File: config.mk
export PLATFORM = sky130hd
export DESIGN_NAME = mac3_stream
export DESIGN_NICKNAME = d
export VERILOG_FILES = /design/src/rtl/mac3_pkg.sv /design/src/rtl/mac3_arith.sv /design/src/rtl/mac3_stream.sv
export SDC_FILE = /design/constraint.sdc
export NUM_CORES = 1
export LEC_CHECK = 0
export CORE_ASPECT_RATIO = 1.1
export CORE_MARGIN = 2
export CORE_UTILIZATION = 55
export CTS_CLUSTER_DIAMETER = 150
export CTS_CLUSTER_SIZE = 20
export DETAILED_ROUTE_END_ITERATION = 12
export PLACE_DENSITY = 0.77
export SYNTH_ARGS = -nofsm -noshare
export SYNTH_HDL_FRONTEND = slang
export SYNTH_SLANG_ARGS = --single-unit
File: constraint.sdc
create_clock -name clk -period 6.5 [get_ports clk]
set_input_delay 1.3 -clock clk [delete_from_list [all_inputs] [get_ports clk]]
set_output_delay 1.3 -clock clk [all_outputs]
set_load 0.03 [all_outputs]
File: src/rtl/mac3_pkg.sv
// Shared types and constants for the mac3_stream sliding-window multiply-accumulate.
package mac3_pkg;

   typedef enum logic [1:0] {
      IDLE = 2'd0,
      GOT1 = 2'd1,
      GOT2 = 2'd2,
      RUN  = 2'd3
   } mac3_state_t;

   localparam int MAC3_WRAP = 0;
   localparam int MAC3_SAT  = 1;

endpackage

File: src/rtl/mac3_arith.sv
// Combinational a*b+c at full precision, reduced to W bits by wrap or saturate.
module mac3_arith
   import mac3_pkg::*;
#(
   parameter int W        = 8,
   parameter int SATURATE = MAC3_WRAP
) (
   input  logic [W-1:0] a_i,
   input  logic [W-1:0] b_i,
   input  logic [W-1:0] c_i,
   output logic [W-1:0] res_o,
   output logic         ovf_o
);

   localparam int FW = 2*W + 1;

   logic [FW-1:0] full;
   logic          ovf;

   function automatic logic [W-1:0] reduce(input logic [FW-1:0] v, input logic over);
      if (SATURATE == MAC3_SAT && over) begin
         reduce = '1;
      end else begin
         reduce = v[W-1:0];
      end
   endfunction

   assign full  = FW'(a_i) * FW'(b_i) + FW'(c_i);
   assign ovf   = |full[FW-1:W];
   assign res_o = reduce(full, ovf);
   assign ovf_o = ovf;

endmodule

File: src/rtl/mac3_stream.sv
// Streaming MAC: three consecutive valid samples a, b, c yield a*b+c; the window then slides one sample per cycle.
module mac3_stream
   import mac3_pkg::*;
#(
   parameter int W        = 8,
   parameter int SATURATE = MAC3_WRAP
) (
   input  logic         clk,
   input  logic         rst,
   input  logic         validi,
   input  logic [W-1:0] data_in,
   output logic         valido,
   output logic [W-1:0] data_out,
   output logic         ovf
);

   mac3_state_t  state_q, state_d;
   logic [W-1:0] s_old_q, s_old_d;
   logic [W-1:0] s_mid_q, s_mid_d;
   logic         valido_q, valido_d;
   logic [W-1:0] data_q, data_d;
   logic         ovf_q, ovf_d;

   logic [W-1:0] arith_res;
   logic         arith_ovf;

   mac3_arith #(
      .W        (W),
      .SATURATE (SATURATE)
   ) u_arith (
      .a_i   (s_old_q),
      .b_i   (s_mid_q),
      .c_i   (data_in),
      .res_o (arith_res),
      .ovf_o (arith_ovf)
   );

   always_comb begin
      state_d  = state_q;
      s_old_d  = s_old_q;
      s_mid_d  = s_mid_q;
      valido_d = 1'b0;
      data_d   = data_q;
      ovf_d    = ovf_q;
      // Any gap drops back to IDLE; stale window contents are overwritten before reuse.
      case (state_q)
         IDLE: begin
            if (validi) begin
               s_mid_d = data_in;
               state_d = GOT1;
            end
         end
         GOT1: begin
            if (validi) begin
               s_old_d = s_mid_q;
               s_mid_d = data_in;
               state_d = GOT2;
            end else begin
               state_d = IDLE;
            end
         end
         GOT2, RUN: begin
            if (validi) begin
               valido_d = 1'b1;
               data_d   = arith_res;
               ovf_d    = arith_ovf;
               s_old_d  = s_mid_q;
               s_mid_d  = data_in;
               state_d  = RUN;
            end else begin
               state_d = IDLE;
            end
         end
         default: state_d = IDLE;
      endcase
   end

   always_ff @(posedge clk) begin
      if (rst) begin
         state_q  <= IDLE;
         s_old_q  <= '0;
         s_mid_q  <= '0;
         valido_q <= 1'b0;
         data_q   <= '0;
         ovf_q    <= 1'b0;
      end else begin
         state_q  <= state_d;
         s_old_q  <= s_old_d;
         s_mid_q  <= s_mid_d;
         valido_q <= valido_d;
         data_q   <= data_d;
         ovf_q    <= ovf_d;
      end
   end

   assign valido   = valido_q;
   assign data_out = data_q;
   assign ovf      = ovf_q;

endmodule
* After elaboration in Yosys (flattened, before gate mapping)
Cells that the tools add are included.
** Storage, ports and cells
- Output and inout port bits :: 10
- Register bits :: 28
- Word-level logic and storage cells :: 29
** Operators by class
- Bitwise operators :: 1
- Add/subtract/negate cells :: 1
- Multipliers :: 1
- Equality and inequality tests :: 5
- Muxes and demuxes :: 7
- Reductions and logical operators :: 8
** Operator list (number)
- 16-bit by 8-bit adder with 17-bit output :: 1
- 8-bit by 8-bit multiplier with 16-bit output :: 1
- 8-bit two-way mux :: 2
- 9-bit OR reduction :: 1
- 2-bit two-way mux :: 3
- 2-bit case mux with 3 select lines :: 1
- 2-bit == test (second input constant) :: 2
- 2-bit AND reduction :: 2
- 2-bit OR reduction :: 2
- 4-bit OR reduction :: 1
- 3-bit OR reduction :: 1
- 2-bit by 1-bit == test with 1-bit output (second input constant) :: 1
- 2-bit logical NOT :: 1
- 2-bit by 1-bit inequality test with 1-bit output (second input constant) :: 1
- 2-bit inequality test (second input constant) :: 1
- 1-bit two-way mux :: 1
- 1-bit inverter :: 1

* Logic depth before layout (Yosys ltp)
- Word-level depth :: 4
- Gate-level depth with buffers :: 18
- Gate-level depth less buffers :: 17

* Cells and area by module
Synthesis repeated with hierarchy kept, for this count alone.
** Second synthesis, totals
- Cell total of the unflattened synthesis :: 403
- Area total of the unflattened synthesis :: 3562.2 um2
** By module, submodules not included
- mac3_arith :: instances 1, sequential area each 0.0 um2, cells each 291, area each 2424.8 um2
- mac3_stream :: instances 1, sequential area each 560.5 um2, cells each 112, area each 1137.3 um2

* Least setup slack after synthesis
OpenSTA, ideal clock, no wires.
- Path kind :: input to register
- From :: input data_in[6]
- To :: register ovf_q (netlist: ovf)
- Setup time :: 0.128 ns
- Stages :: 16
- Data arrival time :: 4.941 ns
- Data required time :: 6.372 ns
- Path buffers :: 0
- Setup slack :: 1.431 ns
- Path through :: inv_1 fa_1 inv_1 fa_1 inv_1 fa_1 fa_1 inv_1 ha_1 nand3_1 o22ai_2 o21bai_1 a32oi_2 nor4b_1 a2111oi_2 a31oi_1
** Between the ends
- Cells in the longest elaborated chain, start to end :: 2
** Ends and longest elaborated chain
- from (decl) :: line mac3_stream.sv:11 : input logic [W-1:0] data_in,
- 16-bit by 8-bit adder with 17-bit output :: line mac3_arith.sv:28 : assign full = FW'(a_i) * FW'(b_i) + FW'(c_i);
- 9-bit OR reduction :: line mac3_arith.sv:29 : assign ovf = |full[FW-1:W];
- to (signal assigned) :: line mac3_stream.sv:92 : ovf_q <= ovf_d;
- to (decl) :: line mac3_stream.sv:22 : logic ovf_q, ovf_d;
Every way passes these cells.
A chain may end at the register's enable or synchronous reset.

* Final worst setup path
Same ends and word-level chain as after synthesis.

==> impl_metrics.csv <==
group,metric,value,unit
timing,tightest_slew,1082,ps
pwr,p_sw_share,29.10,%
timing,hold_viol,0,
synthesis,synth_most_common_cell,"inv_1",
timing,fmax,0.1826,GHz
clock_tree,clock_latency,280,ps
pwr,p_int,0.2459,mW
die,rows,30,
clock_tree,clock_sinks,28,
global_route,globalRouteTotalUtil,22.59,%
place,port_buffers,20,
setup_path,crit_path_max_incr_delay,540,ps
timing,rsz0062_at_grt,"no",
clock_tree,cts_buffers,3,
timing,finalSetupViolations,0,
synthesis,syn_area,0.003522,mm²
synthesis,synth_fp_nets,520,
pwr,pwr_density_cell,91.73,mW/mm²
detailed_routing,first_pass_iters,4,
setup_path,cp.required,6670,ps
detailed_routing,drc,0,
timing,post-route-min-period,5477,ps
global_route,grt_pass1_wl,12.68,mm
detailed_routing,routed_wl,7.317,mm
global_route,grt_overflow,0,
synthesis,syn_avg_cell_area,8.287,µm²
pwr,seqPwrFrac,54.4,%
synthesis,synth_edf_count,0,
synthesis,synth-seq-cells,28,
clock_tree,cts_tree,"yes",
timing,skew,5.464,ps
timing,maxSlewHeadroom,27.64,%
clock_tree,clock_path_buffers,2,
global_route,grt_max_degree,29,
flow_run,cap_violations,0,
setup_path,cpMaxStageDelayCell,"fa_1",
pwr,power_frac_comb,17.6,%
timing,setup_tns,0,ps
layout,area_delta_synth_final,7.354,%
synthesis,synthTopCellsByCount,"73 x inv_1, 58 x nand2_1, 44 x fa_1",
setup_path,cp-start-kind,"input port",
clock_tree,post_cts_resized,0,
run_status,outcome,"finished clean",
pwr,power.switching,0.1009,mW
synthesis,dominantRegCellSynth,"dfxtp_1",
place,place.gp.congestion,0.8616,
detailed_routing,ant_nets,0,
synthesis,synth_cell_types,43,
synthesis,synth_area_leaders,"fa_1 25%, dfxtp_1 16%, ha_1 14%",
pwr,clockPowerShare,28.0,%
layout,drive_above_1_share,2.347,%
detailed_routing,drtIter0Drc,140,
detailed_routing,wl_per_cell,14.46,µm
setup_path,crit_type,"in -> reg",
global_route,antenna_found_initial,0,
timing,min_period_over_period,84.26,%
detailed_routing,vias,2806,
setup_path,endpoint_kind,"register",
layout,n_fill_cell,561,
die,io_pins,21,
pwr,vdd_drop_max,0.00006716,V
setup_path,path_max_fanout,7,
detailed_routing,via_per_inst,5.545,
die,die-area,0.007061,mm²
setup_path,path_cells,"clkdlybuf4s50_1 > inv_1 > fa_1 > inv_1 > fa_1 > inv_1 > fa_1 > fa_1 > inv_1 > ha_1 > and3_1 > a22oi_1 > a21oi_1 > or4_1 > nand3_1 > a31oi_1",
die,chipWidth,80.30,µm
die,start_util,56.87,%
synthesis,synth_cells,425,
clock_tree,clk_pin_slew,90,ps
die,fp.dieH,87.93,µm
clock_tree,htree_levels,1,
global_route,grt_pass1_vias,2789,
synthesis,synth.largest_area_cell,"fa_1",
layout,antennaDiodeCount,0,
synthesis,async_reset_ff_share,0,%
pwr,power.total,0.3468,mW
timing,maxSlewViolCount,0,
clock_tree,cts_hold_buf,0,
layout,nNetsFinal,523,
die,coreArea,0.006193,mm²
setup_path,cp.arrival,5640,ps
clock_tree,postCtsSetupRepairBufs,0,
min_path,hold_path_class,"reg -> reg",
place,place_hpwl,5.818,mm
pwr,p_leak,1.814,nW
synthesis,synth-warning-count,0,
clock_tree,cts_root_buf,"clkbuf_8",
synthesis,yosys.area.top_type_share,25.01,%
synthesis,yosysSeqAreaShare,15.91,%
power by group through the flow:
stage	clock network (mW)	registers (mW)	logic [mW]
floorplan	0	0.184	0.0477
global placement	0	0.193	0.0596
detailed placement	0	0.192	0.0614
CTS	0.0992	0.188	0.0619
global route	0.109	0.190	0.0690
finish	0.0971	0.189	0.0610
flip-flops by register name, summed over array words and instances (netlist names):
register  cells
data_out      8
state_q       2
valido        1
s_mid_q       8
ovf           1
s_old_q       8
layout by cell type (no fill, tap or decap), drive strengths merged, types with 2 or more instances in the layout:
master,synthesis,final
a2111oi,2,2
or3,2,2
a21o,3,3
clkdlybuf4s50,0,20
nor2b,5,5
and2,23,23
a32oi,2,2
nand3,7,7
a21oi,19,19
o21bai,2,2
nand2,58,58
mux2i,16,16
dfxtp,28,28
a211oi,4,4
o22ai,2,2
inv,73,73
xor2,2,2
ha,40,40
nand4,2,2
a31oi,2,2
clkbuf,17,3
nor2,36,36
o21ai,13,13
fa,44,44
nor3,3,3
critical path: cells and delay by family:
kind                       cells  cell delay (ps)
and+or+nand+nor                3              770
AOI/OAI and AO/OA              3              500
adders and majority gates      5             2380
buffers and inverters          5              700
kinds of logic after synthesis:
family	count (synthesis)	share of synthesized area (%)
and+or+nand+nor	143	18.65
buffers and inverters	96	10.34
adders and majority gates	84	39.22
AOI/OAI and AO/OA	55	10.59
DFF	28	15.91
muxes	16	4.547
xor gates and xnor gates	3	0.7461
path summary, 6_finish.rpt:
kind               startpoint     endpoint  slack (ps)  cells after the start
setup / recovery   data_in[6]          ovf        1020                     16
hold / removal    data_out[4]  data_out[4]         460                      2
setup reg to reg   s_old_q[2]          ovf        1650                     14
hold reg to reg   data_out[4]  data_out[4]         460                      2
through the flow:
step	area (µm²)	std cells	setup WS [ps]	utilization (%)	hold WS, ps
after detailed placement	3740	503	728.0	60.38	447.8
after global routing	3781	506	786.0	61.05	484.2
after CTS	3781	506	1028	61.05	461.0
final	3781	506	1023	61.05	462.1
after global placement	3740	503	780.6	60.38	441.5
after floorplan	3522	425	1431	-	500.5
cell type report:
class                      instances  area [µm²]  share of cell area, %
tap                               80       100.1                  2.647
clock buffer                       3       41.29                  1.092
timing repair buffer              21       207.7                  5.493
sequential                        28       560.5                  14.82
inverter                          73       274.0                  7.247
multi-input combinational        301        2597                  68.70
routing by layer:
layer  global-route usage, %  routed length [µm]  vias up
li1                        -                   -     1348
met1                   28.62                3155     1388
met2                   40.68                3831       55
met3                   2.268                 203       15
met4                   6.934                 127        0
met5                       0                   0        -
No activity file was read; power rests on OpenSTA's default activity.
==> RTL edit 1, RTL diff (same flow settings) <==
The 4 states of `mac3_state_t` get a one-hot encoding in 4 bits.
--- a/src/rtl/mac3_pkg.sv
+++ b/src/rtl/mac3_pkg.sv
@@ -3,7 +3,7 @@
 
-   typedef enum logic [1:0] {
-      IDLE = 2'd0,
-      GOT1 = 2'd1,
-      GOT2 = 2'd2,
-      RUN  = 2'd3
+   typedef enum logic [3:0] {
+      IDLE = 4'b0001,
+      GOT1 = 4'b0010,
+      GOT2 = 4'b0100,
+      RUN  = 4'b1000
    } mac3_state_t;
Function: same outputs for any inputs over 4 cycles, from zero or initial values and one cycle with rst high; so few cycles prove little.
==> RTL edit 1 against the unedited design <==
Die area decreased by 0.68%. Routed wire length decreased by 8.4%. Non-clock buffer count unchanged. Worst setup slack got worse by 0.018 ns. Worst hold slack got worse by 0.0057 ns. Register-to-register slack improved by 0.12 ns. Area after synthesis decreased by 0.71%. Sequential cell count increased by 2. Count of clock-buffer cells in the layout increased by 3. Design area increased by 1.3%. Power increased by 15%. Highest routed layer unchanged.
==> RTL edit 1: results <==
{
  "ir_drop_uv": 59.4,
  "ys_top_cells_by_area": "fa_1 25%, dfxtp_1 17%, ha_1 14%, inv_1 7.5%, mux2i_1 6.3%",
  "clk_pin_slew_worst_paths_ns": 0.06,
  "synth_cell_types": 38,
  "gp_congestion": 0.893,
  "buf_share_pct": 5.42,
  "stdcell_count": 496,
  "reg2reg_from": "s_mid_q[6]",
  "total_power_mw": 0.397,
  "reg2reg_slack_ns": 1.77,
  "synth_compound_area_share_pct": 7.76,
  "wl_um": 6700,
  "dpl.cell_count": 488,
  "htree_levels": 2,
  "outcome": "finished, final reports clean",
  "hold_ws_ns": 0.456,
  "drive_gt1_share_pct": 2.88,
  "synthMuxAreaShare_pct": 6.30,
  "slowest_stage": "fa_1",
  "maxSlewHeadroom_pct": 28.7,
  "placed_cell_area_sq_um": 3740,
  "hp-start": "data_out[6]",
  "hpwl_um": 5310,
  "synth_fa_ha_area_share_pct": 39.5,
  "finClkSkew_ns": 0.00892,
  "pwr.group.sequential_mw": 0.200,
  "grt_util_met1_pct": 25.4,
  "clockBufferCount": 6,
  "grt_pass1_wl_um": 11400,
  "netlist_instances": 405,
  "p_leak_nw": 1.94,
  "num-multi-input-gates": 287,
  "met3_usage_pct": 2.47,
  "nNonClkInverters": 70,
  "first_global_vias": 2622,
  "wl_met3_um": 273,
  "grt_max_degree": 30,
  "synth_xor_area_share_pct": 2.25,
  "clockPowerShare_pct": 39.9,
  "sw_frac_of_total_pct": 26.5,
  "multi_input_area_share_pct": 66.9,
  "vias": 2698,
  "ys_ff_latch": 30,
  "multi_input_area_sq_um": 2560,
  "clock_area_share_pct": 2.48,
  "final_nets": 510,
  "async_flop_share_pct": 0,
  "cts_buffers": 5,
  "crit_fanout": 4,
  "seq_area_frac_synth_pct": 17.2,
  "met1_length_um": 2750,
  "grt_usage_pct": 20.6,
  "dp_slack_ns": 0.695,
  "dr_wl_met2_um": 3550,
  "cp.arrival_ns": 5.66,
  "yosys-top-cells-count": "70 x inv_1, 46 x nand2_1, 44 x fa_1",
  "final-seq-area_sq_um": 601,
  "cts_buffer_depth": 2
}
## RTL edit 1: cell types whose count changed in the layout (fill, tap and decap cells not counted), moves of 3 or more
cell and change:
xor2_1 +3, nand2_1 -12, mux2i_1 +6, a21oi_1 -4, clkbuf_8 +3, inv_1 -3, o21ai_0 -3, xnor2_1 +3
nand3_1 -6
## RTL edit 1: worst max-delay path by stage
stage / from / end / slack, ns / cells past startpoint
after global placement: data_in[4] / ovf / 0.74 / 17
final: data_in[4] / ovf / 1.01 / 17
after detailed placement: data_in[4] / ovf / 0.69 / 17
after global routing: data_in[4] / ovf / 0.83 / 17
after CTS: data_in[4] / ovf / 0.99 / 17
after floorplan: data_in[6] / ovf / 1.38 / 15
## RTL edit 1: cell families (layout without fill, tap and decap cells)
family | count (synthesis) | after routing
simple gates | 130 | 130
buf+inv | 88 | 99
fa+ha+maj | 84 | 84
compound gates | 42 | 42
flops | 30 | 30
mux | 22 | 22
xor+xnor | 9 | 9
==> RTL edit 2, RTL diff (config.mk and constraints unchanged) <==
Made on the original files. `W` is set to 8 in 2 places; all go to 10.
--- a/src/rtl/mac3_arith.sv
+++ b/src/rtl/mac3_arith.sv
@@ -4,3 +4,3 @@
 #(
-   parameter int W        = 8,
+   parameter int W        = 10,
    parameter int SATURATE = MAC3_WRAP
--- a/src/rtl/mac3_stream.sv
+++ b/src/rtl/mac3_stream.sv
@@ -4,3 +4,3 @@
 #(
-   parameter int W        = 8,
+   parameter int W        = 10,
    parameter int SATURATE = MAC3_WRAP
Ports: changed (resized data_in and data_out); port bits go from 21 to 25. The function was not compared with the original's and may differ.
==> RTL edit 2 against the unedited design <==
Highest routed layer unchanged. Sequential share of layout area fell by 2.2 points. Critical path type is now register to register. Clock power grew 61%. Sequential cell count rose by 6. Routed wire length is 58% higher. Worst setup slack got worse by 0.071 ns. Design area grew 42%. Area after synthesis up 43%. Power up 37%.
==> RTL edit 2: results <==
{
  "outcome": "finished, final reports clean",
  "htree_levels": 2,
  "pwr_density_cell_nw_per_um2": 88.4,
  "slowest_stage": "dfxtp_1",
  "p_seq_share_pct": 49.2,
  "netSwitchingPower_mw": 0.150,
  "hp-start": "data_out[7]",
  "seq_area_frac_synth_pct": 13.5,
  "grt_max_degree": 36,
  "drtIter0Drc": 212,
  "final-seq-area_sq_um": 681,
  "cp.arrival_ns": 5.72,
  "finClkSkew_ns": 0.00615,
  "p_leak_nw": 2.40,
  "viasPerCell": 5.76,
  "crit_fanout": 11,
  "yosys-top-cells-count": "111 x nand2_1, 83 x inv_1, 73 x fa_1",
  "max_stage_delay_ns": 0.62,
  "synth_cell_types": 50,
  "grt_usage_pct": 24.8,
  "routed.top_layer": "met4",
  "ys_top_cells_by_area": "fa_1 29%, ha_1 15%, dfxtp_1 13%, nand2_1 8.3%, inv_1 6.2%",
  "gp_congestion": 0.883,
  "drv_cap": 0,
  "synth_nets": 744,
  "cts.repair.resized": 0,
  "insertion_delay_ns": 0.29,
  "io_buffers": 24,
  "wl_met3_um": 656,
  "gr-usage-met2_pct": 45.9,
  "met3_usage_pct": 3.33,
  "buf_share_pct": 4.74,
  "multi_input_area_share_pct": 72.8,
  "met1_length_um": 4320,
  "grt_pass1_wl_um": 19500,
  "num-multi-input-gates": 444,
  "reg2reg_slack_ns": 0.95,
  "clock_area_share_pct": 1.42,
  "wl_per_cell_um": 16.3,
  "clockBufferCount": 7,
  "n_antenna_cell": 0,
  "setup_viol": 0,
  "nNonClkInverters": 83,
  "buffers": 26,
  "n_fill_cell": 793,
  "clockPowerShare_pct": 32.8,
  "hpwl_um": 9050,
  "dp_slack_ns": 0.756,
  "ys_ff_latch": 34,
  "drive_gt1_share_pct": 3.20,
  "hold_class": "register to register",
  "grt_util_met1_pct": 29.5,
  "reg2regPathDepth": 15,
  "hold_end": "data_out[7]",
  "first_global_vias": 4280,
  "dr_wl_met2_um": 6360,
  "ir_drop_uv": 55.3,
  "reg2reg_from": "s_old_q[4]",
  "cts_buffers": 5,
  "maxSlewHeadroom_pct": 24.9
}
-- RTL edit 2: per-stage QoR --
step	cells	hold WS [ns]	utilization (%)	instance area (sq um)
2_1_floorplan	597	0.435	-	5050
3_3_place_gp	701	0.442	59.8	5310
3_5_place_dp	701	0.446	59.8	5310
4_1_cts	708	0.456	60.7	5390
5_1_grt	708	0.490	60.7	5390
6_report	708	0.451	60.7	5390
-- RTL edit 2: worst max-delay path by stage --
stage | startpoint | to | slack, ns
2_1_floorplan | s_mid_q[1] | ovf | 1.42
3_3_place_gp | data_in[6] | ovf | 0.82
3_5_place_dp | data_in[6] | ovf | 0.76
4_1_cts | s_old_q[4] | ovf | 0.96
5_1_grt | s_old_q[4] | ovf | 0.65
6_report | s_old_q[4] | ovf | 0.95
-- RTL edit 2: cell families after synthesis --
logic type	count (synthesis)	synth area share [%]
xor gates and xnor gates	7	1.21
adders and majority gates	134	44.1
DFF	34	13.5
and+or+nand+nor	213	19.5
buffers and inverters	119	8.92
AOI/OAI and AO/OA	78	10.4
muxes	12	2.38
